**config.mk**
```make
export PLATFORM = sky130hd
export DESIGN_NAME = timer_counter
export DESIGN_NICKNAME = d
export VERILOG_FILES = /design/src/rtl/timer_counter.sv
export SDC_FILE = /design/constraint.sdc
export NUM_CORES = 1
export LEC_CHECK = 0
export ABC_AREA = 0
export ABC_CLOCK_PERIOD_IN_PS = 3450
export CORE_AREA = 2 2 95 97
export CTS_CLUSTER_DIAMETER = 40
export DETAILED_ROUTE_END_ITERATION = 10
export DIE_AREA = 0 0 97 99
export GPL_ROUTABILITY_DRIVEN = 0
export PLACE_DENSITY_LB_ADDON = 0.15
export SYNTH_ARGS = -nofsm -noshare
export SYNTH_HDL_FRONTEND = slang
export SYNTH_SLANG_ARGS = --single-unit
```
**constraint.sdc**
```tcl
create_clock -name clk -period 3.45 [get_ports clk]
set_input_delay 0.5175 -clock clk [delete_from_list [all_inputs] [get_ports clk]]
set_output_delay 0.5175 -clock clk [all_outputs]
set_load 0.02 [all_outputs]
```
**src/rtl/timer_counter.sv**
```systemverilog
// Memory-mapped down-counter timer: CTRL/PRESET/COUNT registers in a 16-byte window,
// with one-shot or auto-reload expiry and a maskable level interrupt.
module timer_counter #(
    parameter logic [31:0] BASE_ADDR = 32'h0000_7f00
) (
    input  logic        clk,
    input  logic        reset,
    input  logic [31:0] addr,
    input  logic [3:0]  byteen,
    input  logic [31:0] wdata,
    output logic [31:0] rdata,
    output logic        irq
);

    typedef enum logic [1:0] {IDLE, LOAD, CNT, INT} state_t;

    localparam logic [1:0] OFF_CTRL   = 2'd0;
    localparam logic [1:0] OFF_PRESET = 2'd1;
    localparam logic [1:0] OFF_COUNT  = 2'd2;

    state_t      state, state_next;
    logic [3:0]  ctrl, ctrl_next;
    logic [31:0] preset, preset_next;
    logic [31:0] count, count_next;
    logic        pending, pending_next;

    logic        win, wr, ctrl_wr, preset_wr;
    logic        en, auto_reload, set_pending, en_clear;
    logic [1:0]  offset;
    logic        unused_addr_bits;

    assign win         = (addr[31:4] == BASE_ADDR[31:4]);
    assign offset      = addr[3:2];
    assign wr          = win && (|byteen);
    assign ctrl_wr     = wr && (offset == OFF_CTRL);
    assign preset_wr   = wr && (offset == OFF_PRESET);
    assign en          = ctrl[0];
    assign auto_reload = (ctrl[2:1] == 2'b01);
    assign unused_addr_bits = ^addr[1:0];

    // NOTE: every signal written in always_comb gets a default first, so no path leaves it unassigned (no latch).
    always_comb begin
        state_next  = state;
        count_next  = count;
        set_pending = 1'b0;
        en_clear    = 1'b0;
        case (state)
            IDLE: if (en) state_next = LOAD;
            LOAD: begin
                count_next = preset;
                state_next = CNT;
            end
            CNT: begin
                if (!en) begin
                    state_next = IDLE;
                end else if (count > 32'd1) begin
                    count_next = count - 32'd1;
                end else begin
                    // PRESET of 0 or 1 both expire here, so COUNT never wraps below zero
                    count_next  = '0;
                    set_pending = 1'b1;
                    state_next  = INT;
                end
            end
            INT: begin
                state_next = IDLE;
                en_clear   = !auto_reload;
            end
            default: state_next = IDLE;
        endcase
    end

    always_comb begin
        ctrl_next   = ctrl;
        preset_next = preset;
        if (en_clear) ctrl_next[0] = 1'b0;
        // A bus write to CTRL is applied after the one-shot EN clear so it takes priority
        if (ctrl_wr && byteen[0]) ctrl_next = wdata[3:0];
        if (preset_wr) begin
            for (int i = 0; i < 4; i++) begin
                if (byteen[i]) preset_next[8*i +: 8] = wdata[8*i +: 8];
            end
        end
        pending_next = pending;
        if (set_pending)
            pending_next = 1'b1;
        else if (pending && (auto_reload || ctrl_wr || preset_wr))
            pending_next = 1'b0;
    end

    // NOTE: sequential state uses non-blocking assignments so all registers update together at the edge.
    always_ff @(posedge clk or negedge reset) begin
        if (!reset) begin
            state   <= IDLE;
            ctrl    <= '0;
            preset  <= '0;
            count   <= '0;
            pending <= 1'b0;
        end else begin
            state   <= state_next;
            ctrl    <= ctrl_next;
            preset  <= preset_next;
            count   <= count_next;
            pending <= pending_next;
        end
    end

    always_comb begin
        rdata = '0;
        if (win) begin
            case (offset)
                OFF_CTRL:   rdata = {28'd0, ctrl};
                OFF_PRESET: rdata = preset;
                OFF_COUNT:  rdata = count;
                default:    rdata = '0;
            endcase
        end
    end

    assign irq = pending && ctrl[3];

endmodule

```
Word-level counts from Yosys, hierarchy flattened:

Cells that the tools add are included.

* input bits: 70
* word-level logic and storage cells: 59
* flip-flop bits (word level): 71
* output and inout bits: 33

* equal/unequal tests: 10
* add/sub/neg operators: 1
* reductions and logical operators: 21
* $lt $le $gt $ge: 1
* multiplexer cells: 17

Operator list (count)
* $mux 32: 3
* $pmux 32 s3: 1
* $pmux 32 s2: 1
* $gt 32x1->1 const B: 1
* $sub 32x1->32 const B: 1
* $eq 28x11->1 const B: 1
* $reduce_and 2->1: 6
* $mux 1: 8
* $pmux 2 s4: 1
* $eq 2x1->1 const B: 3
* $eq 2x2->1 const B: 3
* $logic_and 1x1->1: 6
* $mux 2: 3
* $reduce_bool 2->1: 3
* $logic_not 2->1: 2
* $ne 2x2->1 const B: 2
* $reduce_or 4->1: 1
* $ne 3x3->1 const B: 1
* $logic_or 1x1->1: 2
* $logic_not 1->1: 1

Longest topological paths before layout:

Gate-level depths: netlist of the first run.

* depth after elaboration: 8
* depth in mapped cells: 9
* depth with buffers taken out: 8

Worst setup path after synthesis of the first run:

Ideal clock, no wire load.

* kind: input port to output port
* from: input addr[17]
* to: output rdata[10]
* cell stages on the path: 6
* setup slack: 0.869 ns
* data required time: 2.932 ns
* arrival: 2.064 ns
* buffers on the path: 2
* path through: or4_1 > nor3_1 > nand4_1 > buf_2 > clkbuf_1 > nor2_1

* longest elaborated chain between the ends: 2

Ends and longest elaborated chain
* start, declared: RTL line 8 `input logic [31:0] addr,`
* $eq 28x11->1: RTL line 32 `assign win = (addr[31:4] == BASE_ADDR[31:4]);`
* $mux 32: RTL line 110 `if (win) begin`
* end, declared: RTL line 11 `output logic [31:0] rdata,`

No other way between the ends.

Worst setup path after layout of the first run:

* from: input addr[17]
* to: output rdata[29]

The elaborated chain is that of the path after synthesis.

==> metrics.md, run 1 <==
| Metric | Value |
|---|---|
| Final worst-path cycle share | 0.951 |
| Vias in the first global route | 3847 |
| Worst-skew pair later-pin latency | 0.35 ns |
| Main synth FF type | dfrtp_1 |
| Most frequent CP cell | clkdlybuf4s50_1 |
| FF+latch count, synth | 71 |
| Design Area, Final | 5510 um2 |
| Placed insts | 630 |
| Syn Area/Cell | 9.59 um2 |
| Rel. slew slack | 0.432 |
| CTS tree | done |
| Transition time of the tightest slew-check pin | 0.853 ns |
| DR pass1 iterations | 5 |
| Post-synth net total | 508 |
| Top area cells in the synthesized netlist | dfrtp_1 42%, mux2_2 9.7%, a22oi_1 7.4% |
| Pwr dens | 297 nW/um2 |
| Ys Warns | 0 |
| RSZ-0062 raised after global routing | false |
| Die area | 9600 um2 |
| Total power | 1.64 mW |
| Worst EP required | 2.93 ns |
| Setup crit end kind | primary output |
| VDD IR max | 0.000204 V |
| Most instantiated library cell after synthesis | dfrtp_1 |
| WL/cell | 17.3 um |
| H-tree depth | 3 |
| Rows | 34 |
| Cells after Synth | 436 |
| Largest net degree at the start of global routing | 39 |
| Multi-input gate area in the final layout | 2240 um2 |
| Maximum capacitance violations | 0 |
| DP HPWL | 7930 um |
| Chip width | 97 um |
| Initial core utilization | 0.489 |
| Grt ovf | 0 |
| Layout Utilization | 0.645 |
| # setup viols final | 0 |
| Crit path DAT | 2.76 ns |
| Io pins | 103 |
| Clock Skews | 0.00537 ns |
| Clock sink count | 71 |
| CP Launch Type | primary input |
| Worst setup margin | 0.170 ns |
| Syn-to-layout area delta | 31.8% |
| Share of the synthesized area in the top cell type | 0.425 |
| CTS resizes | 0 |
| # diodes | 0 |
| Max clock buf depth | 2 |
| Crit-path cells | clkdlybuf4s50_1, or4_1, nor3_1, nand4_1, buf_12, nor2_1, clkdlybuf4s50_1 |
| Peak Freq | 305 MHz |
| Final TNS setup | 0 ns |
| Routed vias/inst | 5.98 |
| Fin. max-slew vios | 0 |
| Static Leakage | 2.43 nW |
| Drt total wl | 11100 um |
| Post CTS Setup Buffer Count | 0 |
| Fin crit period | 3.28 ns |
| Die height | 99 um |
| Via count of the routed design | 3857 |
| FILL cells | 710 |
| Post-CTS Hold Buffers | 0 |
| Sequential share of the synthesized area | 0.425 |
| CP Max Fanout | 38 |
| Critical path's top delay family | buffers and inverters |
| I/O Buffers | 100 |
| CTS Buf Count | 9 |
| Placed Area | 5310 um2 |
| CP max-delay cell | clkdlybuf4s50_1 |
| Most frequent cells after synthesis | 71 x dfrtp_1, 50 x nor2_1, 41 x a22oi_1 |
| Share of layout cells above drive strength 1 | 0.151 |
| Drt first-iter violations | 255 |
| Async SR Flop Fraction | 1.00 |
| Reg clk slew, reported paths | 0.08 ns |
| Worst Path Buf+Inv | 3 |
| Final hold violations | 0 |
| Non-Filler Instances | 645 |
| Mapped Area | 4180 um2 |
| Status | completed |
| Register area | 1780 um2 |
| Post-route ant nets | 0 |
| Clock root buffer | clkbuf_8 |
| Cell variety after synth | 52 |
| Crit Path Class | in2out |
| Gr usage total | 0.244 |
| Crit-path max cell delay | 0.62 ns |
| Core area | 8550 um2 |
| Remaining DRCs | 0 |
| Nets | 605 |
| Global-route wire length before repair | 19200 um |
| Antenna violations before repair | 0 |
| Hold slack | 0.0115 ns |
| Post-synth EDFFs | 0 |
| Hold WC Path Type | in2async |
| Pre-CTS WS | 0.165 ns |
| Area leader, netlist | dfrtp_1 |
## worst reg2reg max path: cells and delay by family, from the launching register on
kind | cells | cell delay [ns]
buf+inv | 1 | 0.27
compound gates | 2 | 0.47
flops | 1 | 0.43
simple gates | 4 | 1.57
## placed cells by master, fill, tap and decap left out, types with 5 or more instances in the layout
cell,Yosys,final
a21oi_1,17,16
a22oi_1,41,41
buf_4,0,12
clkbuf_8,0,11
clkdlybuf4s50_1,0,99
dfrtp_1,71,71
inv_1,15,15
mux2_2,36,36
nand2_1,24,24
nand2b_1,5,5
nand3_1,25,25
nor2_1,50,50
nor3_1,13,13
nor4_1,6,6
o211ai_1,6,6
o21ai_0,6,6
or3_1,16,16
or4_1,5,5
## sequential cells by signal, indices dropped and copies added, names as in the netlist
register / count
pending: 1
ctrl: 4
state: 2
count: 32
preset: 32
## layer usage
metal,share of wire,track usage,vias up
li1,-,-,1828
met1,0.44,0.331,1868
met2,0.48,0.393,141
met3,0.055,0.0525,20
met4,0.018,0.0813,0
met5,0,0,-
## power breakdown
part           leakage, nW  internal (mW)  switching, mW
Sequential           0.987          0.832   0.0000000315
Combinational         1.34         0.0755         0.0478
Clock               0.0985          0.369          0.316
Total                 2.43           1.28          0.364
## cell type report
cell class / count / area share
Multi-Input combinational cell: 323 / 0.406
Sequential cell: 71 / 0.322
Timing Repair Buffer: 113 / 0.201
Clock buffer: 12 / 0.0281
Tap cell: 108 / 0.0245
Inverter: 15 / 0.0102
Clock inverter: 3 / 0.00772
## cells by family (layout without fill, tap and decap cells)
| logic type | after synthesis | count (layout) | synth area share |
|---|---|---|---|
| adder cells (fa/ha/maj) | 2 | 2 | 0.00598 |
| multiplexers | 40 | 40 | 0.107 |
| AO/OA/AOI/OAI | 101 | 101 | 0.172 |
| buffers and inverters | 42 | 143 | 0.0422 |
| AND/OR/NAND/NOR | 180 | 180 | 0.249 |
| flip-flops | 71 | 71 | 0.425 |
## worst paths after layout
path / from / to / cells past startpoint / slack (ns)
hold reg to reg: state[0]$_DFFE_PN0P_ / state[0]$_DFFE_PN0P_ / 1 / 0.51
setup / recovery: addr[17] / rdata[29] / 7 / 0.17
setup reg to reg: count[26]$_DFFE_PN0P_ / count[19]$_DFFE_PN0P_ / 7 / 0.61
min in group clk: state[0]$_DFFE_PN0P_ / state[0]$_DFFE_PN0P_ / 1 / 0.51
hold / removal: reset / preset[26]$_DFFE_PN0P_ / 1 / 0.01
max in group asynchronous: reset / preset[11]$_DFFE_PN0P_ / 2 / 2.73
Note: power is estimated with default switching activity, not from simulation.
==> run 2: changes to the inputs <==
--- a/config.mk
+++ b/config.mk
@@ -5,12 +5,12 @@
 export SDC_FILE = /design/constraint.sdc
 export NUM_CORES = 1
 export LEC_CHECK = 0
-export ABC_AREA = 0
+export ABC_AREA = 1
 export ABC_CLOCK_PERIOD_IN_PS = 3450
-export CORE_AREA = 2 2 95 97
+export CORE_AREA = 2 2 94 105
 export CTS_CLUSTER_DIAMETER = 40
 export DETAILED_ROUTE_END_ITERATION = 10
-export DIE_AREA = 0 0 97 99
+export DIE_AREA = 0 0 96 107
 export GPL_ROUTABILITY_DRIVEN = 0
 export PLACE_DENSITY_LB_ADDON = 0.15
 export SYNTH_ARGS = -nofsm -noshare
==> metrics.md, run 2 <==
| Metric | Value |
|---|---|
| VDD IR max | 0.000199 V (-2.3%) |
| Async SR Flop Fraction | 1.00 (unchanged) |
| Final worst-path cycle share | 0.922 (-0.0293) |
| Gr usage total | 0.264 (+0.0194) |
| Routed vias/inst | 5.44 (-9.1%) |
| Die area | 10300 um2 (+7.0%) |
| Pwr dens | 276 nW/um2 (-7.2%) |
| Sequential share of the synthesized area | 0.386 (-0.0393) |
| Crit Path Class | in2out |
| CTS Buf Count | 9 (unchanged) |
| Syn Area/Cell | 6.77 um2 (-29%) |
| Most frequent cells in the layout | 230 x nand2_1, 99 x clkdlybuf4s50_1, 90 x nor2_1, 71 x dfrtp_1, 60 x nand3_1 |
| Maximum capacitance violations | 0 (unchanged) |
| Core area | 9210 um2 (+7.7%) |
| # setup viols final | 0 (unchanged) |
| Share of the synthesized area in the top cell type | 0.386 (-0.0393) |
| DP HPWL | 9360 um (+18%) |
| Placed insts | 884 (+40%) |
| WL/cell | 14.4 um (-17%) |
| Post-synth EDFFs | 0 (unchanged) |
| Largest regs | count (32), preset (32), ctrl (4) |
| Post CTS Setup Buffer Count | 0 (unchanged) |
| Transition time of the tightest slew-check pin | 1.16 ns (+0.307 ns) |
| Vias in the first global route | 4664 (+21%) |
| Reg clk slew, reported paths | 0.08 ns (about the same) |
| Final TNS setup | 0 ns (unchanged) |
| DR pass1 iterations | 7 (+2) |
| Crit path DAT | 2.66 ns (-0.10 ns) |
| Static Leakage | 2.68 nW (+10%) |
| Drt total wl | 13000 um (+16%) |
| I/O Buffers | 100 (unchanged) |
| Hold WC Path Type | in2async |
| Syn-to-layout area delta | 28.7% |
| Worst-skew pair later-pin latency | 0.36 ns (about the same) |
| Non-Filler Instances | 900 (+40%) |
| # diodes | 0 (unchanged) |
| RSZ-0062 raised after global routing | false |
| Via count of the routed design | 4894 (+27%) |
| Status | completed |
| Rows | 37 (+8.8%) |
| Antenna violations before repair | 0 (unchanged) |
| Peak Freq | 315 MHz (+3.2%) |
| Main synth FF type | dfrtp_1 |
| CTS tree | done |
| Top area cells in the synthesized netlist | dfrtp_1 39%, nand2_1 19%, nor2_1 7.5% |
| Fin crit period | 3.18 ns (-0.101 ns) |
| CP Launch Type | primary input |
| Nets | 850 (+40%) |
| Most common cell after layout, fill and taps aside | nand2_1 |
| FF+latch count, synth | 71 (unchanged) |
| Post-synth net total | 753 (+48%) |
| CTS resizes | 0 (unchanged) |
| Ys Warns | 0 (unchanged) |
| Post-CTS Hold Buffers | 0 (unchanged) |
| Initial core utilization | 0.500 (+0.0112) |
| Area leader, netlist | dfrtp_1 |
| Global-route wire length before repair | 21300 um (+11%) |
| Io pins | 103 (unchanged) |
| H-tree depth | 3 (unchanged) |
| Cells after Synth | 681 (+56%) |
| Clock sink count | 71 (unchanged) |
| Share of layout cells above drive strength 1 | 0.0894 (-0.0614) |
| Max clock buf depth | 2 (unchanged) |
| Chip width | 96 um (-1.0%) |
| Grt ovf | 0 (unchanged) |
| Largest net degree at the start of global routing | 52 (+33%) |
| Clock root buffer | clkbuf_8 |
| Worst EP required | 2.93 ns (about the same) |
| Mapped Area | 4610 um2 (+10%) |
| Remaining DRCs | 0 (unchanged) |
| Rel. slew slack | 0.227 (-0.205) |
| Most instantiated library cell after synthesis | nand2_1 |
| Setup crit end kind | primary output |
| Post-route ant nets | 0 (unchanged) |
| Drt first-iter violations | 315 (+24%) |
| Cell variety after synth | 35 (-33%) |
| CP Max Fanout | 32 (-16%) |
| Clock Skews | 0.0121 ns (+0.00669 ns) |
| Most frequent cells after synthesis | 230 x nand2_1, 92 x nor2_1, 71 x dfrtp_1 |
| Final hold violations | 0 (unchanged) |
| Fin. max-slew vios | 0 (unchanged) |
| Die height | 107 um (+8.1%) |
-- run 2: worst paths after layout --
kind	start	to	slack [ns]	depth (start not counted)
max	addr[29]	rdata[20]	0.27	10
min	reset	count[14]$_DFFE_PN0P_	0.39	1
max reg2reg	count[0]$_DFFE_PN0P_	count[23]$_DFFE_PN0P_	1.24	10
min reg2reg	state[0]$_DFFE_PN0P_	state[0]$_DFFE_PN0P_	0.49	1
max in group asynchronous	reset	preset[24]$_DFFE_PN0P_	2.23	2
min in group clk	state[0]$_DFFE_PN0P_	state[0]$_DFFE_PN0P_	0.49	1
-- run 2: critical path, cell delays in order --
cell and delay, ns:
clkdlybuf4s50_1 0.42, nor2_1 0.11, nand2_1 0.06, nor2_1 0.12, nand2_1 0.07, nor2_1 0.15
inv_1 0.05, buf_4 0.25, a21oi_1 0.25, clkdlybuf4s50_1 0.66
-- run 2: cell families (layout without fill, tap and decap cells) --
kind of cell    after synthesis  in the layout  share of synthesized area
compound gates              111            111                      0.136
xor+xnor                      7              7                     0.0133
fa+ha+maj                     2              2                    0.00543
buf+inv                      68            170                     0.0638
flops                        71             71                      0.386
simple gates                422            422                      0.396
-- run 2: area by class of cell --
| class | instances | area, um2 |
|---|---|---|
| Inverter | 40 | 150 |
| Clock inverter | 4 | 45.0 |
| Multi-Input combinational cell | 542 | 2540 |
| Timing Repair Buffer | 114 | 1130 |
| Tap cell | 117 | 146 |
| Clock buffer | 12 | 145 |
| Sequential cell | 71 | 1780 |
| Fill cell | 845 | 3280 |
-- run 2: power by group --
group	total (mW)	switching (mW)	internal, mW
registers	0.832	0.000000462	0.832
clock network	0.672	0.321	0.351
logic	0.133	0.0553	0.0780
total	1.64	0.376	1.26
-- run 2: metrics by stage --
stage	hold WS, ns	area [um2]	total power, mW	setup slack [ns]	util
floorplan	0.222	4610	0.872	1.35	-
global placement	0.463	5740	0.980	0.265	0.623
detailed placement	0.478	5740	0.982	0.256	0.623
CTS	0.418	5930	1.65	0.255	0.644
global route	0.482	5930	1.69	0.0908	0.644
finish	0.393	5930	1.64	0.271	0.644
-- run 2: routing by layer --
layer	track usage	vias up	share of wire
met4	0.0827	0	0.017
met1	0.353	2281	0.44
li1	-	2406	-
met3	0.0513	20	0.063
met5	0	-	0
met2	0.427	187	0.48
==> run 3: changes to the inputs <==
--- a/config.mk
+++ b/config.mk
@@ -7,12 +7,14 @@
 export LEC_CHECK = 0
 export ABC_AREA = 1
 export ABC_CLOCK_PERIOD_IN_PS = 3450
-export CORE_AREA = 2 2 94 105
+export CORE_AREA = 2 2 92 103
+export CTS_BUF_LIST = sky130_fd_sc_hd__clkbuf_4
 export CTS_CLUSTER_DIAMETER = 40
 export DETAILED_ROUTE_END_ITERATION = 10
-export DIE_AREA = 0 0 96 107
+export DIE_AREA = 0 0 94 105
 export GPL_ROUTABILITY_DRIVEN = 0
 export PLACE_DENSITY_LB_ADDON = 0.15
+export SETUP_SLACK_MARGIN = 0.05
 export SYNTH_ARGS = -nofsm -noshare
 export SYNTH_HDL_FRONTEND = slang
 export SYNTH_SLANG_ARGS = --single-unit
==> metrics.md, run 3 (same netlist as run 2, synthesis figures left out) <==
| Metric | Value |
|---|---|
| Max clock buf depth | 2 (unchanged) |
| Die area | 9870 um2 (-3.9%) |
| Initial core utilization | 0.525 (+0.0244) |
| Peak Freq | 317 MHz (+0.89%) |
| Clock Skews | 0.0191 ns (+0.00708 ns) |
| Final worst-path cycle share | 0.913 (-0.00809) |
| Post-route ant nets | 0 (unchanged) |
| CP Max Fanout | 32 (unchanged) |
| Non-Filler Instances | 897 (-0.33%) |
| Syn-to-layout area delta | 27.5% |
| WL/cell | 14.4 um (about the same) |
| Status | completed |
| CP Launch Point | addr[11] |
| Worst EP required | 2.93 ns (about the same) |
| Maximum capacitance violations | 0 (unchanged) |
| Worst-skew pair later-pin latency | 0.43 ns (+0.07 ns) |
| Hold WC Path Type | in2async |
| Post-CTS Hold Buffers | 0 (unchanged) |
| Static Leakage | 2.65 nW (-0.81%) |
| Sw Share | 0.246 (+0.0163) |
| Drt total wl | 12900 um (-0.27%) |
| Transition time of the tightest slew-check pin | 1.03 ns (-0.129 ns) |
| Setup crit end kind | primary output |
| Largest net degree at the start of global routing | 45 (-13%) |
| Crit-path cells | clkdlybuf4s50_1, nand2_1, nor3b_1, nand3_1, nor2_1, inv_1, buf_4, a21oi_1, clkdlybuf4s50_1 |
| Fin crit period | 3.15 ns (-0.0279 ns) |
| Final TNS setup | 0 ns (unchanged) |
| Rows | 36 (-2.7%) |
| Remaining DRCs | 0 (unchanged) |
| Die height | 105 um (-1.9%) |
| Placed insts | 881 (-0.34%) |
| DR pass1 iterations | 4 (-3) |
| DP HPWL | 9380 um (+0.28%) |
| Io pins | 103 (unchanged) |
| Core area | 8780 um2 (-4.7%) |
| VDD IR max | 0.000146 V (-27%) |
| Pwr dens | 257 nW/um2 (-7.0%) |
| CTS resizes | 0 (unchanged) |
| Clk pwr share | 0.360 (-0.050) |
| Chip width | 94 um (-2.1%) |
| Clock root buffer | clkbuf_4 |
| Total power | 1.51 mW (-7.9%) |
| Rel. slew slack | 0.312 (+0.0857) |
| Net Switching | 0.371 mW (-1.4%) |
| # diodes | 0 (unchanged) |
| P_int | 1.14 mW (-9.9%) |
| Gr usage total | 0.278 (+0.0140) |
| # setup viols final | 0 (unchanged) |
| Nets | 850 (unchanged) |
| Post CTS Setup Buffer Count | 0 (unchanged) |
| Routed vias/inst | 5.40 (-0.63%) |
| Reg clk slew, reported paths | 0.13 ns (+0.05 ns) |
| Most common cell after layout, fill and taps aside | nand2_1 |
| Flop pwr share | 0.552 (+0.044) |
| H-tree depth | 3 (unchanged) |
| Antenna violations before repair | 0 (unchanged) |
| Vias in the first global route | 4787 (+2.6%) |
| RSZ-0062 raised after global routing | false |
| Clock sink count | 71 (unchanged) |
| Hold slack | 0.239 ns (-0.154 ns) |
| Layout Utilization | 0.669 (+0.0249) |
| I/O Buffers | 100 (unchanged) |
| Final hold violations | 0 (unchanged) |
| Share of layout cells above drive strength 1 | 0.0907 (+0.00128) |
| Fin. max-slew vios | 0 (unchanged) |
| Crit Path Class | in2out |
| Most frequent CP cell | clkdlybuf4s50_1 |
| Global-route wire length before repair | 22300 um (+4.5%) |
| CP max-delay cell | clkdlybuf4s50_1 |
| CP Launch Type | primary input |
| CTS Buf Count | 9 (unchanged) |
| Via count of the routed design | 4847 (-0.96%) |
| Most frequent cells in the layout | 230 x nand2_1, 99 x clkdlybuf4s50_1, 90 x nor2_1, 71 x dfrtp_1, 60 x nand3_1 |
| Drt first-iter violations | 298 (-5.4%) |
| Crit path DAT | 2.63 ns (-0.03 ns) |
| Grt ovf | 0 (unchanged) |
| R2r startpoint | count[0]$_DFFE_PN0P_ |
| Largest regs | count (32), preset (32), ctrl (4) |
| Crit-path max cell delay | 0.65 ns (about the same) |
| CTS tree | done |
| Logic pwr share | 0.088 (+0.007) |
==> run 3: cell count changes in the layout (fill, tap and decap cells not counted), sizes merged <==
| cell | before | now |
|---|---|---|
| clkbuf | 12 | 10 |
| clkinv | 3 | 5 |
==> run 3: final cells by class <==
| cell class | count | area, um2 |
|---|---|---|
| clock buffers | 10 | 75.1 |
| clock inverters | 6 | 61.3 |
| fillers | 805 | 2910 |
| inverters | 40 | 150 |
| multi-input cells | 542 | 2540 |
| flip-flops and latches | 71 | 1780 |
| well taps | 114 | 143 |
| repair buffers | 114 | 1130 |
==> run 3: path summary, 6_finish.rpt <==
path | slack, ns | endpoint | depth (start not counted)
setup / recovery | 0.30 | rdata[22] | 9
hold / removal | 0.24 | preset[13]$_DFFE_PN0P_ | 1
setup reg to reg | 1.14 | count[9]$_DFFE_PN0P_ | 10
hold reg to reg | 0.50 | state[0]$_DFFE_PN0P_ | 1
max in group asynchronous | 2.37 | preset[22]$_DFFE_PN0P_ | 2
min in group clk | 0.50 | state[0]$_DFFE_PN0P_ | 1
==> run 3: critical path, delay by kind of cell <==
kind / cells / cell delay (ns)
buf+inv: 4 / 1.41
simple gates: 4 / 0.48
compound gates: 1 / 0.22
==> run 3: metrics by stage <==
step,cell area [um2],setup slack (ns)
after floorplan,4610,1.35
after global placement,5740,0.317
after detailed placement,5740,0.296
after CTS,5870,0.270
after global routing,5870,0.0959
final,5870,0.299
==> run 3: power by group through the flow <==
stage	Sequential [mW]	Clock, mW	Combinational, mW
floorplan	0.848	0	0.0236
global placement	0.848	0	0.132
detailed placement	0.848	0	0.134
CTS	0.832	0.545	0.134
global route	0.832	0.581	0.145
finish	0.832	0.543	0.132
==> run 3: metal layers <==
| metal | GRT usage | part of all wire | up-vias |
|---|---|---|---|
| met3 | 0.0382 | 0.063 | 17 |
| met5 | 0 | 0 | - |
| met2 | 0.463 | 0.49 | 180 |
| li1 | - | - | 2396 |
| met1 | 0.380 | 0.43 | 2254 |
| met4 | 0.0683 | 0.011 | 0 |
